===== src/rtl/burst_xfer_sequencer.sv =====
// rtl/burst_xfer_sequencer.sv - splits one transfer command into 4 KiB-safe burst requests with an in-flight cap
module burst_xfer_sequencer #(
  parameter int C_ADDR_WIDTH      = 64,
  parameter int C_LEN_WIDTH       = 32,
  parameter int C_BEAT_BYTES      = 64,
  parameter int C_MAX_BURST       = 64,
  parameter int C_MAX_OUTSTANDING = 16
) (
  input  logic                                 clk,
  input  logic                                 rst,
  input  logic                                 cmd_valid,
  output logic                                 cmd_ready,
  input  logic [C_ADDR_WIDTH-1:0]              cmd_addr,
  input  logic [C_LEN_WIDTH-1:0]               cmd_len,
  output logic                                 req_valid,
  input  logic                                 req_ready,
  output logic [C_ADDR_WIDTH-1:0]              req_addr,
  output logic [$clog2(C_MAX_BURST):0]         req_len,
  input  logic                                 burst_done,
  output logic [$clog2(C_MAX_OUTSTANDING):0]   outstanding,
  output logic                                 busy,
  output logic                                 done
);

  localparam int AW       = C_ADDR_WIDTH;
  localparam int LW       = C_LEN_WIDTH;
  localparam int RLW      = $clog2(C_MAX_BURST) + 1;
  localparam int OW       = $clog2(C_MAX_OUTSTANDING) + 1;
  localparam int BB_SHIFT = $clog2(C_BEAT_BYTES);
  localparam int CW       = (LW > 14) ? LW : 14;

  typedef enum logic [1:0] {S_IDLE, S_ISSUE, S_DRAIN, S_DONE} state_t;

  state_t          state;
  logic [AW-1:0]   addr;
  logic [LW-1:0]   remaining;

  logic            req_hs;
  logic            done_ok;
  logic [OW-1:0]   out_next;
  logic [AW-1:0]   addr_next;
  logic [LW-1:0]   rem_next;
  logic [12:0]     room;
  logic [CW-1:0]   cap;
  logic [CW-1:0]   rem_w;
  logic [CW-1:0]   burst_len;
  logic            can_issue;

  assign req_hs  = req_valid & req_ready;
  // A completion reported with nothing in flight is dropped so the counter cannot underflow.
  assign done_ok = burst_done & (outstanding != '0);

  always_comb begin
    out_next = outstanding;
    if (req_hs && !done_ok)
      out_next = outstanding + OW'(1);
    else if (!req_hs && done_ok)
      out_next = outstanding - OW'(1);
  end

  // Next request is sized from the post-handshake address so requests can issue every cycle.
  assign addr_next = req_hs ? addr + (AW'(req_len) << BB_SHIFT) : addr;
  assign rem_next  = req_hs ? remaining - LW'(req_len) : remaining;
  assign room      = (13'd4096 - {1'b0, addr_next[11:0]}) >> BB_SHIFT;
  assign cap       = (CW'(room) < CW'(C_MAX_BURST)) ? CW'(room) : CW'(C_MAX_BURST);
  assign rem_w     = CW'(rem_next);
  assign burst_len = (rem_w < cap) ? rem_w : cap;
  assign can_issue = out_next < OW'(C_MAX_OUTSTANDING);

  always_ff @(posedge clk) begin
    if (rst) begin
      state       <= S_IDLE;
      cmd_ready   <= 1'b1;
      req_valid   <= 1'b0;
      req_addr    <= '0;
      req_len     <= '0;
      outstanding <= '0;
      busy        <= 1'b0;
      done        <= 1'b0;
      addr        <= '0;
      remaining   <= '0;
    end else begin
      outstanding <= out_next;
      done        <= 1'b0;
      case (state)
        S_IDLE: begin
          if (cmd_valid && cmd_ready) begin
            addr      <= cmd_addr;
            remaining <= cmd_len;
            cmd_ready <= 1'b0;
            busy      <= 1'b1;
            state     <= (cmd_len != '0) ? S_ISSUE : S_DONE;
          end else begin
            cmd_ready <= 1'b1;
          end
        end
        S_ISSUE: begin
          addr      <= addr_next;
          remaining <= rem_next;
          // A stalled request holds its payload; nothing else may move it.
          if (!(req_valid && !req_ready)) begin
            if (rem_next == '0) begin
              req_valid <= 1'b0;
              state     <= S_DRAIN;
            end else begin
              req_valid <= can_issue;
              req_addr  <= addr_next;
              req_len   <= RLW'(burst_len);
            end
          end
        end
        S_DRAIN: begin
          if (outstanding == '0)
            state <= S_DONE;
        end
        S_DONE: begin
          done  <= 1'b1;
          busy  <= 1'b0;
          state <= S_IDLE;
        end
        default: state <= S_IDLE;
      endcase
    end
  end

  a_cmd_addr_aligned: assert property (@(posedge clk) disable iff (rst)
    (cmd_valid && cmd_ready) |-> ((cmd_addr & AW'(C_BEAT_BYTES - 1)) == '0));

endmodule

===== config.mk =====
export PLATFORM = sky130hd
export DESIGN_NAME = burst_xfer_sequencer
export DESIGN_NICKNAME = d
export VERILOG_FILES = /design/src/rtl/burst_xfer_sequencer.sv
export SDC_FILE = /design/constraint.sdc
export NUM_CORES = 1
export LEC_CHECK = 0
export BUFFER_PORTS_ARGS = -buffer_cell sky130_fd_sc_hd__buf_2
export CAP_MARGIN = 20
export CORE_MARGIN = 4
export CORE_UTILIZATION = 30
export CTS_CLUSTER_SIZE = 10
export DETAILED_ROUTE_END_ITERATION = 8
export PLACE_DENSITY = 0.55
export RECOVER_POWER = 50
export SLEW_MARGIN = 20
export SYNTH_ARGS = -nofsm -noshare
export SYNTH_HDL_FRONTEND = slang
export SYNTH_SLANG_ARGS = --single-unit

===== constraint.sdc =====
create_clock -name clk -period 3.77 [get_ports clk]
set_input_delay 0.754 -clock clk [delete_from_list [all_inputs] [get_ports clk]]
set_output_delay 0.754 -clock clk [all_outputs]
set_load 0.005 [all_outputs]

==> flow_metrics.tcl, run 1 <==
set metrics [dict create \
    p_sw_share_pct 46.0 \
    r2r_start "req_len[1]$_SDFFE_PP0P_" \
    syn_area_per_cell_um2 7.69 \
    clkSlewWorstSetupHoldPaths_ps 70 \
    final_common_cell "dfxtp_1" \
    insertion_delay_ps 450 \
    root_buffer "clkbuf_16" \
    drt-total-wl_mm 37.4 \
    antenna_found_initial 1 \
    hold_viol 0 \
    slew_headroom_pct 48.6 \
    ys_seq_area_share_pct 33.0 \
    async_flop_share_pct 0 \
    hp-class "reg2reg" \
    vias 11014 \
    num-nets-final 1708 \
    numCtsBuffers 17 \
    grt_usage_pct 18.5 \
    routedWlPerCell_um 18.2 \
    startpoint_type "register" \
    rrSetupSlack_ps 90 \
    fin_crit_sh_pct 97.5 \
    maxSlewViolCount 0 \
    setup_slack_ps 93.5 \
    dp_hpwl_mm 26.7 \
    fin_crit_ps 3680 \
    die_h_um 198 \
    leakagePower_nw 5.02 \
    portBuffers 180 \
    stdcell_count 2051 \
    worstRegToRegCells 17 \
    hold_buffers 0 \
    mostFrequentLayoutCells "dfxtp_1 (175), nor2_1 (173), buf_2 (144)" \
    ys.warnings.count 0 \
    worst_pin_slew_ps 769 \
    ys_seq_elements 178 \
    grt.overflow.total 0 \
    arrival_ps 4000 \
    r2r-end "req_len[0]$_SDFFE_PP0P_" \
    tritoncts "yes" \
    dieWidth_um 198 \
    synth_top_area_share_pct 33.0 \
    final_core_util_pct 37.2 \
    power_frac_seq_pct 28.7 \
    io-pin-count 181 \
    combPwrFrac_pct 55.6 \
    cp.required_ps 4090 \
    powerDensity_nw_per_um2 830 \
    setup_viol 0 \
    viasPerCell 5.37 \
    worstSetupPathType "reg2reg" \
    status "finished, final reports clean" \
    route.detailed.drc 0 \
    p_switching_mw 5.04 \
    htree_num_levels 4 \
    postSynthCellCount 1406 \
    fin_skew_ps 16.8 \
    clock-sinks 178 \
    critPathLaunch "req_len[1]$_SDFFE_PP0P_" \
    synth_edf_count 0 \
    critPathMaxFanout 6 \
    placed_cells 2017 \
    cp-endpoint "req_len[0]$_SDFFE_PP0P_" \
    synth_area_leader_cell "dfxtp_1" \
    grt_pass1_wl_mm 58.0 \
    rsz0062_at_grt "yes" \
    cts_max_path_buffers 2 \
    drv_cap 0 \
    finalPower_mw 11.0 \
    place_congestion 0.848 \
    ys_types 75 \
    die-area_um2 39100 \
    synth_fp_nets 1538 \
    synth_area_leaders "dfxtp_1 (33%), nor2_1 (6.0%), a21oi_1 (5.2%)" \
    drive_above_1_share_pct 19.8 \
    clockPowerShare_pct 15.7 \
    place_ws_ps -159 \
    grt_pass1_vias 10428 \
    max_freq_mhz 272 \
    synthFlopType "dfxtp_1" \
    drt_iter0_markers 716 \
    grt_max_degree 123 \
    ant_nets 0 \
    num_rows 69 \
    syn_to_final_growth_pct 22.2 \
    intPower_mw 5.92 \
    ir_drop_uv 414 \
    start_util_pct 30.4 \
    dr.pass1.iters 5 \
    core_um2 35600 \
    syn_area_um2 10800 \
    cp-end-kind "register" \
]
## worst min path at each step
| stage | start | end | slack (ps) | depth (start not counted) |
|---|---|---|---|---|
| after floorplan | addr[58]$_SDFFE_PP0P_ | addr[58]$_SDFFE_PP0P_ | 440 | 2 |
| after global placement | addr[62]$_SDFFE_PP0P_ | addr[62]$_SDFFE_PP0P_ | 440 | 2 |
| after detailed placement | addr[62]$_SDFFE_PP0P_ | addr[62]$_SDFFE_PP0P_ | 460 | 2 |
| after CTS | addr[62]$_SDFFE_PP0P_ | addr[62]$_SDFFE_PP0P_ | 470 | 2 |
| after global routing | addr[62]$_SDFFE_PP0P_ | addr[62]$_SDFFE_PP0P_ | 480 | 2 |
| final | addr[62]$_SDFFE_PP0P_ | addr[62]$_SDFFE_PP0P_ | 460 | 2 |
## worst max-delay path, cell delays in order (launching register included)
cell	delay (ps)
dfxtp_2	340
buf_4	150
ha_1	280
a21o_1	190
a21oi_2	190
o21bai_2	130
a21oi_2	160
xnor2_1	90
mux2i_2	290
xnor2_2	180
inv_1	60
ha_1	290
a21o_1	180
a21oi_2	160
nor4b_4	370
buf_4	230
mux2i_1	180
o22ai_1	90
## flip-flops by register name, summed over array words and instances, names as in the netlist
| register | cells |
|---|---|
| addr | 64 |
| busy | 1 |
| cmd_ready | 1 |
| done | 1 |
| outstanding | 5 |
| remaining | 32 |
| req_addr | 64 |
| req_len | 7 |
| req_valid | 1 |
| state | 2 |
## cell type report
class	count	area [um^2]
diodes	1	2.50
clock buffers	19	433
clock inverters	13	104
fillers	3821	22400
inverters	38	143
multi-input cells	1085	6830
flip-flops and latches	178	3570
well taps	461	577
repair buffers	256	1560
## cell usage after synthesis (28+ instances only)
cell type	number
a21oi_1	113
nand3_1	37
nor2_1	173
clkbuf_1	85
nor4_1	30
nor2b_1	28
inv_1	38
dfxtp_1	178
a211oi_1	73
a21o_1	28
ha_1	29
nand2_1	117
nor3_1	42
o21ai_0	77
xnor2_1	34
xor2_1	37
## cells by family after synthesis
| family | synth area share (%) |
|---|---|
| buffers and inverters | 5.26 |
| DFF | 33.0 |
| adders and majority gates | 3.73 |
| xor gates and xnor gates | 5.75 |
| and+or+nand+nor | 25.6 |
| AOI/OAI and AO/OA | 24.4 |
| muxes | 2.36 |
## metal layers
layer	global-route usage [%]	vias to the layer above	routed length (um)
met4	6.22	0	923
met2	30.8	267	17700
met3	3.01	51	1660
met1	24.4	5260	17000
met5	0	-	0
li1	-	5436	-
## repair_timing
action	4_1_cts	5_1_grt
setup endpoints to repair	7	73
cloned	0	0
gates resized for setup	6	15
buffers inserted	0	1
pin swaps	0	9
## power groups by stage
stage / clock network, mW / logic, mW / registers [mW]
after CTS: 1.78 / 6.06 / 3.14
after detailed placement: 0 / 6.00 / 3.18
after global placement: 0 / 5.91 / 3.16
after global routing: 1.84 / 6.75 / 3.26
after floorplan: 0 / 4.00 / 3.05
final: 1.72 / 6.09 / 3.15
## metrics by stage
step / setup TNS [ps] / cell area (um^2) / hold WS (ps)
floorplan: 0 / 10800 / 436
global placement: -920 / 12600 / 444
detailed placement: -775 / 12600 / 456
CTS: 0 / 13200 / 465
global route: -53.7 / 13200 / 483
finish: 0 / 13200 / 463
Note: power is estimated with default switching activity, not from simulation.
==> run 2: changes to the inputs <==
--- a/config.mk
+++ b/config.mk
@@ -7,7 +7,7 @@
 export LEC_CHECK = 0
 export BUFFER_PORTS_ARGS = -buffer_cell sky130_fd_sc_hd__buf_2
 export CAP_MARGIN = 20
-export CORE_MARGIN = 4
+export CORE_MARGIN = 2
 export CORE_UTILIZATION = 30
 export CTS_CLUSTER_SIZE = 10
 export DETAILED_ROUTE_END_ITERATION = 8
==> run 2 against run 1 <==
Cell count about the same. Critical path type unchanged. Clock power increased by 6%. Register-to-register slack improved by 96 ps. Count of clock-buffer cells in the layout unchanged. Core utilization decreased by 0.30 points. Fmax increased by 2.7%.
==> flow_metrics.tcl, run 2 (synthesized netlist as in run 1, its figures left out) <==
set metrics [dict create \
    status "finished, final reports clean" \
    combPwrFrac_pct 54.7 \
    viasPerCell 5.31 \
    ir_drop_uv 438 \
    n_antenna_cell 0 \
    vias 10870 \
    finalPower_mw 11.0 \
    maxSlewViolCount 0 \
    start_util_pct 30.4 \
    dp_hpwl_mm 26.0 \
    hp-class "reg2reg" \
    mostFrequentLayoutCells "dfxtp_1 (178), nor2_1 (173), buf_2 (147)" \
    slowest_delay_ps 670 \
    antenna_found_initial 1 \
    clock-sinks 178 \
    drv_cap 0 \
    r2r_start "req_len[1]$_SDFFE_PP0P_" \
    io-pin-count 181 \
    drt_iter0_markers 713 \
    max_freq_mhz 279 \
    place_congestion 0.836 \
    setup_viol 0 \
    fin_skew_ps 16.5 \
    cp.required_ps 4080 \
    p_sw_share_pct 45.6 \
    slew_headroom_pct 38.8 \
    syn_to_final_growth_pct 21.2 \
    largest_registers "addr x64, req_addr x64, remaining x32" \
    die_h_um 194 \
    intPower_mw 5.96 \
    cp-end-kind "register" \
    powerDensity_nw_per_um2 835 \
    leakagePower_nw 5.02 \
    core_um2 35600 \
    root_buffer "clkbuf_16" \
    min_from "addr[58]$_SDFFE_PP0P_" \
    worstSetupPathType "reg2reg" \
    num-nets-final 1707 \
    drt-total-wl_mm 36.5 \
    grt_usage_pct 19.0 \
    critPathLaunch "req_len[1]$_SDFFE_PP0P_" \
    numCtsBuffers 17 \
    grt_pass1_wl_mm 57.6 \
    insertion_delay_ps 460 \
    ant_nets 0 \
    grt_max_degree 138 \
    tritoncts "yes" \
    htree_num_levels 4 \
    final_common_cell "dfxtp_1" \
    slowest_stage "or4b_2" \
    die-area_um2 37600 \
    clkSlewWorstSetupHoldPaths_ps 80 \
    stdcell_count 2049 \
    arrival_ps 3890 \
    p_switching_mw 4.99 \
    hold_viol 0 \
    fin_crit_sh_pct 95.0 \
    rrSetupSlack_ps 190 \
    drive_above_1_share_pct 19.0 \
    path_cells "inv_1 -> buf_4 -> ha_1 -> nor2b_1 -> o31a_1 -> o21ai_2 -> nor3b_1 -> o31ai_2 -> or4b_2 -> o31a_2 -> buf_12 -> mux2i_1 -> nor2_1" \
    path_buf_inv 3 \
    cts_max_path_buffers 2 \
    route.detailed.drc 0 \
    routedWlPerCell_um 17.8 \
    worst_pin_slew_ps 918 \
    critPathMaxFanout 28 \
    cp_top_family "simple AND/OR/NAND/NOR gates" \
    portBuffers 180 \
    num_rows 69 \
    placed_cells 2016 \
    dieWidth_um 194 \
    startpoint_type "register" \
    clockPowerShare_pct 16.7 \
    dr.pass1.iters 5 \
    grt_pass1_vias 10315 \
    power_frac_seq_pct 28.6 \
    grt.overflow.total 0 \
    fin_crit_ps 3580 \
]
[run 2: cell types whose count changed in the layout (fill, tap and decap cells not counted), sizes merged]
cell / previous run / this run
bufinv: 0 / 1
clkbuf: 55 / 61
buf: 220 / 213
clkinvlp: 5 / 0
inv: 42 / 44
clkinv: 4 / 6
diode: 1 / 0
[run 2: area by class of cell]
| type | count | area (um^2) |
|---|---|---|
| repair buffers | 255 | 1480 |
| clock inverters | 13 | 124 |
| inverters | 38 | 143 |
| fillers | 3788 | 22500 |
| clock buffers | 19 | 453 |
| multi-input cells | 1085 | 6770 |
| flip-flops and latches | 178 | 3560 |
| well taps | 461 | 577 |
[run 2: repair_timing]
item / CTS / global route
gates resized for setup: 0 / 13
setup buffers: 0 / 1
hold buffers: 0 / 0
setup endpoints to repair: 0 / 46
[run 2: power groups by stage]
stage          logic [mW]  registers, mW  clock network, mW
2_1_floorplan        4.00           3.05                  0
3_3_place_gp         5.91           3.14                  0
3_5_place_dp         5.96           3.17                  0
4_1_cts              6.00           3.12               1.87
5_1_grt              6.64           3.24               1.93
6_report             5.99           3.13               1.83
[run 2: layer usage]
metal / global-route usage, % / routed length (um) / up-vias
li1: - / - / 5426
met1: 25.4 / 17100 / 5150
met2: 31.8 / 17400 / 262
met3: 3.39 / 1570 / 30
met4: 4.41 / 441 / 2
met5: 0 / 12 / -
[run 2: stage by stage]
stage                     hold WS (ps)  setup TNS [ps]  utilization (%)  area [um^2]  setup slack [ps]
final                              463               0             36.9        13100               189
after global routing               490            -185             36.9        13100             -48.5
after CTS                          465               0             37.0        13100              14.5
after detailed placement           454               0             35.3        12600              26.3
after global placement             443               0             35.3        12600               125
after floorplan                    436               0                -        10800              26.5
[run 2: final timing paths]
check / end / cells after the start
setup / recovery: req_addr[4]$_SDFFE_PP0P_ / 13
hold / removal: addr[58]$_SDFFE_PP0P_ / 2
setup reg to reg: req_addr[4]$_SDFFE_PP0P_ / 13
hold reg to reg: addr[58]$_SDFFE_PP0P_ / 2
[run 2: worst min-delay path, cell delays in order (launching register included)]
cell     delay [ps]
dfxtp_1         310
nand2_1          50
a21oi_1          50
==> run 3: changes to the inputs <==
--- a/config.mk
+++ b/config.mk
@@ -7,8 +7,10 @@
 export LEC_CHECK = 0
 export BUFFER_PORTS_ARGS = -buffer_cell sky130_fd_sc_hd__buf_2
 export CAP_MARGIN = 20
+export CORE_ASPECT_RATIO = 1.25
 export CORE_MARGIN = 2
 export CORE_UTILIZATION = 30
+export CTS_BUF_LIST = sky130_fd_sc_hd__clkbuf_2 sky130_fd_sc_hd__clkbuf_4 sky130_fd_sc_hd__clkbuf_8
 export CTS_CLUSTER_SIZE = 10
 export DETAILED_ROUTE_END_ITERATION = 8
 export PLACE_DENSITY = 0.55
==> run 3 against run 2 <==
The flow now finishes with violations (capacitance limit, slew limit). Global-route usage increased by 0.85 points. Worst hold slack improved by 3.0 ps. Flip-flop and latch count unchanged. Power decreased by 3.5%. Setup slack improved by 35 ps. First-iteration DRC count decreased by 4.6%. Via count increased by 0.41%. Wire length increased by 2.8%. Die area about the same.
==> flow_metrics.tcl, run 3 (synthesized netlist as in run 1, its figures left out) <==
set metrics [dict create \
    finalPower_mw 10.6 \
    max_freq_mhz 282 \
    placed_cells 2029 \
    path_cells "buf_4 -> ha_1 -> a21o_1 -> a21oi_2 -> o21bai_1 -> a21oi_1 -> xnor2_1 -> mux2i_2 -> xnor2_2 -> inv_1 -> ha_1 -> nand4_1 -> a21oi_1 -> nor4b_4 -> buf_6 -> or2_2 -> a311oi_1" \
    grt_pass1_wl_mm 58.8 \
    antenna_found_initial 0 \
    worstSetupPathType "reg2reg" \
    cp.required_ps 4200 \
    place_congestion 0.860 \
    insertion_delay_ps 520 \
    syn_to_final_growth_pct 19.5 \
    start_util_pct 30.5 \
    clkSlewWorstSetupHoldPaths_ps 100 \
    numCtsBuffers 17 \
    die-area_um2 37600 \
    path_buf_inv 3 \
    cp_top_family "compound AO/OA/AOI/OAI gates" \
    setup_slack_ps 224 \
    ir_drop_uv 518 \
    startpoint_type "register" \
    worst_pin_slew_ps 2080 \
    largest_registers "addr x64, req_addr x64, remaining x32" \
    final_core_util_pct 36.5 \
    arrival_ps 3970 \
    drv_cap 1 \
    stdcell_count 2062 \
    num-nets-final 1708 \
    drt-total-wl_mm 37.5 \
    cts_max_path_buffers 2 \
    final_common_cell "dfxtp_1" \
    num_rows 77 \
    fin_crit_ps 3550 \
    clock-sinks 178 \
    mostFrequentLayoutCells "dfxtp_1 (178), nor2_1 (173), buf_2 (138)" \
    place_ws_ps -135 \
    cp-end-kind "register" \
    io-pin-count 181 \
    die_h_um 216 \
    grt_pass1_vias 10612 \
    grt_usage_pct 19.9 \
    vias 10915 \
    slowest_delay_ps 330 \
    ant_nets 0 \
    slew_headroom_pct -39.0 \
    n_antenna_cell 0 \
    htree_num_levels 4 \
    place_area_um2 12600 \
    grt.overflow.total 0 \
    route.detailed.drc 0 \
    hold_viol 0 \
    n_fill_cell 3844 \
    viasPerCell 5.29 \
    final_area_um2 12900 \
    min_from "addr[62]$_SDFFE_PP0P_" \
    setup_viol 0 \
    drt_iter0_markers 680 \
    holdPathEnd "addr[62]$_SDFFE_PP0P_" \
    tritoncts "yes" \
    core_um2 35500 \
    slowest_stage "dfxtp_1" \
    maxSlewViolCount 97 \
    rrSetupSlack_ps 220 \
    worstRegToRegCells 17 \
    routedWlPerCell_um 18.2 \
    fin_skew_ps 18.4 \
    portBuffers 180 \
    leakagePower_nw 4.89 \
    critPathMaxFanout 8 \
    r2r-end "req_len[2]$_SDFFE_PP0P_" \
    violations "capacitance limit, slew limit" \
    dieWidth_um 174 \
    root_buffer "clkbuf_8" \
    status "finished, violations left" \
    hold_buffers 0 \
    powerDensity_nw_per_um2 817 \
    hp-class "reg2reg" \
    grt_max_degree 97 \
    dr.pass1.iters 6 \
    whs_path_depth 2 \
    r2r_start "req_len[1]$_SDFFE_PP0P_" \
    drive_above_1_share_pct 18.2 \
    dp_hpwl_mm 27.3 \
    fin_crit_sh_pct 94.0 \
]
==> run 3: cell types whose count changed in the layout (fill, tap and decap cells not counted), sizes merged <==
cell    previous run  this run
buf              213       205
clkbuf            61        69
bufinv             1         2
clkinv             6         5
==> run 3: stage by stage <==
stage                     hold slack (ps)  setup TNS, ps
after detailed placement              449           -740
final                                 466              0
after global routing                  489          -33.5
after global placement                446           -324
after floorplan                       436              0
after CTS                             471              0
==> run 3: routing by layer <==
| layer | part of all wire (%) | vias to the layer above | routed length, um | GRT usage [%] |
|---|---|---|---|---|
| met5 | 0 | - | 0 | 0 |
| met4 | 2.8 | 0 | 1050 | 7.82 |
| met3 | 3.9 | 47 | 1470 | 2.74 |
| met2 | 51 | 290 | 19200 | 36.3 |
| met1 | 42 | 5147 | 15700 | 23.4 |
| li1 | - | 5431 | - | - |
==> run 3: layout make-up <==
class / instances / area (um^2) / area share (%)
Multi-Input combinational cell: 1085 / 6770 / 52.4
Sequential cell: 178 / 3560 / 27.6
Timing Repair Buffer: 256 / 1460 / 11.3
Tap cell: 474 / 593 / 4.59
Clock buffer: 18 / 241 / 1.87
Clock inverter: 13 / 150 / 1.16
Inverter: 38 / 143 / 1.10
==> run 3: timing repair <==
item,4_1_cts,5_1_grt
setup buffers,0,2
resized for setup,0,12
setup endpoints to repair,0,18
==> run 3: how the worst max path moves through the flow <==
stage | startpoint | endpoint | slack, ps | depth (start not counted)
after global routing | req_len[0]$_SDFFE_PP0P_ | req_len[5]$_SDFFE_PP0P_ | -30 | 16
final | req_len[1]$_SDFFE_PP0P_ | req_len[2]$_SDFFE_PP0P_ | 220 | 17
after CTS | req_len[1]$_SDFFE_PP0P_ | req_len[0]$_SDFFE_PP0P_ | 0.4 | 17
after floorplan | req_ready | req_len[1]$_SDFFE_PP0P_ | 30 | 18
after global placement | req_ready | req_len[6]$_SDFFE_PP0P_ | -60 | 17
after detailed placement | req_ready | req_len[6]$_SDFFE_PP0P_ | -130 | 17
==> run 3: where the power goes <==
group	internal (mW)	switching (mW)	leakage [nW]	total, mW
clock	0.607	0.796	0.205	1.40
sequential	2.52	0.614	1.46	3.13
combinational	2.49	3.54	3.22	6.03
total	5.62	4.95	4.89	10.6
==> run 3: worst reg2reg max path: cells and delay by family, from the launching register on <==
kind / cells / cell delay, ps
mux: 1 / 290
simple gates: 3 / 440
xor+xnor: 2 / 290
flops: 1 / 330
compound gates: 6 / 1140
buf+inv: 3 / 380
fa+ha+maj: 2 / 590
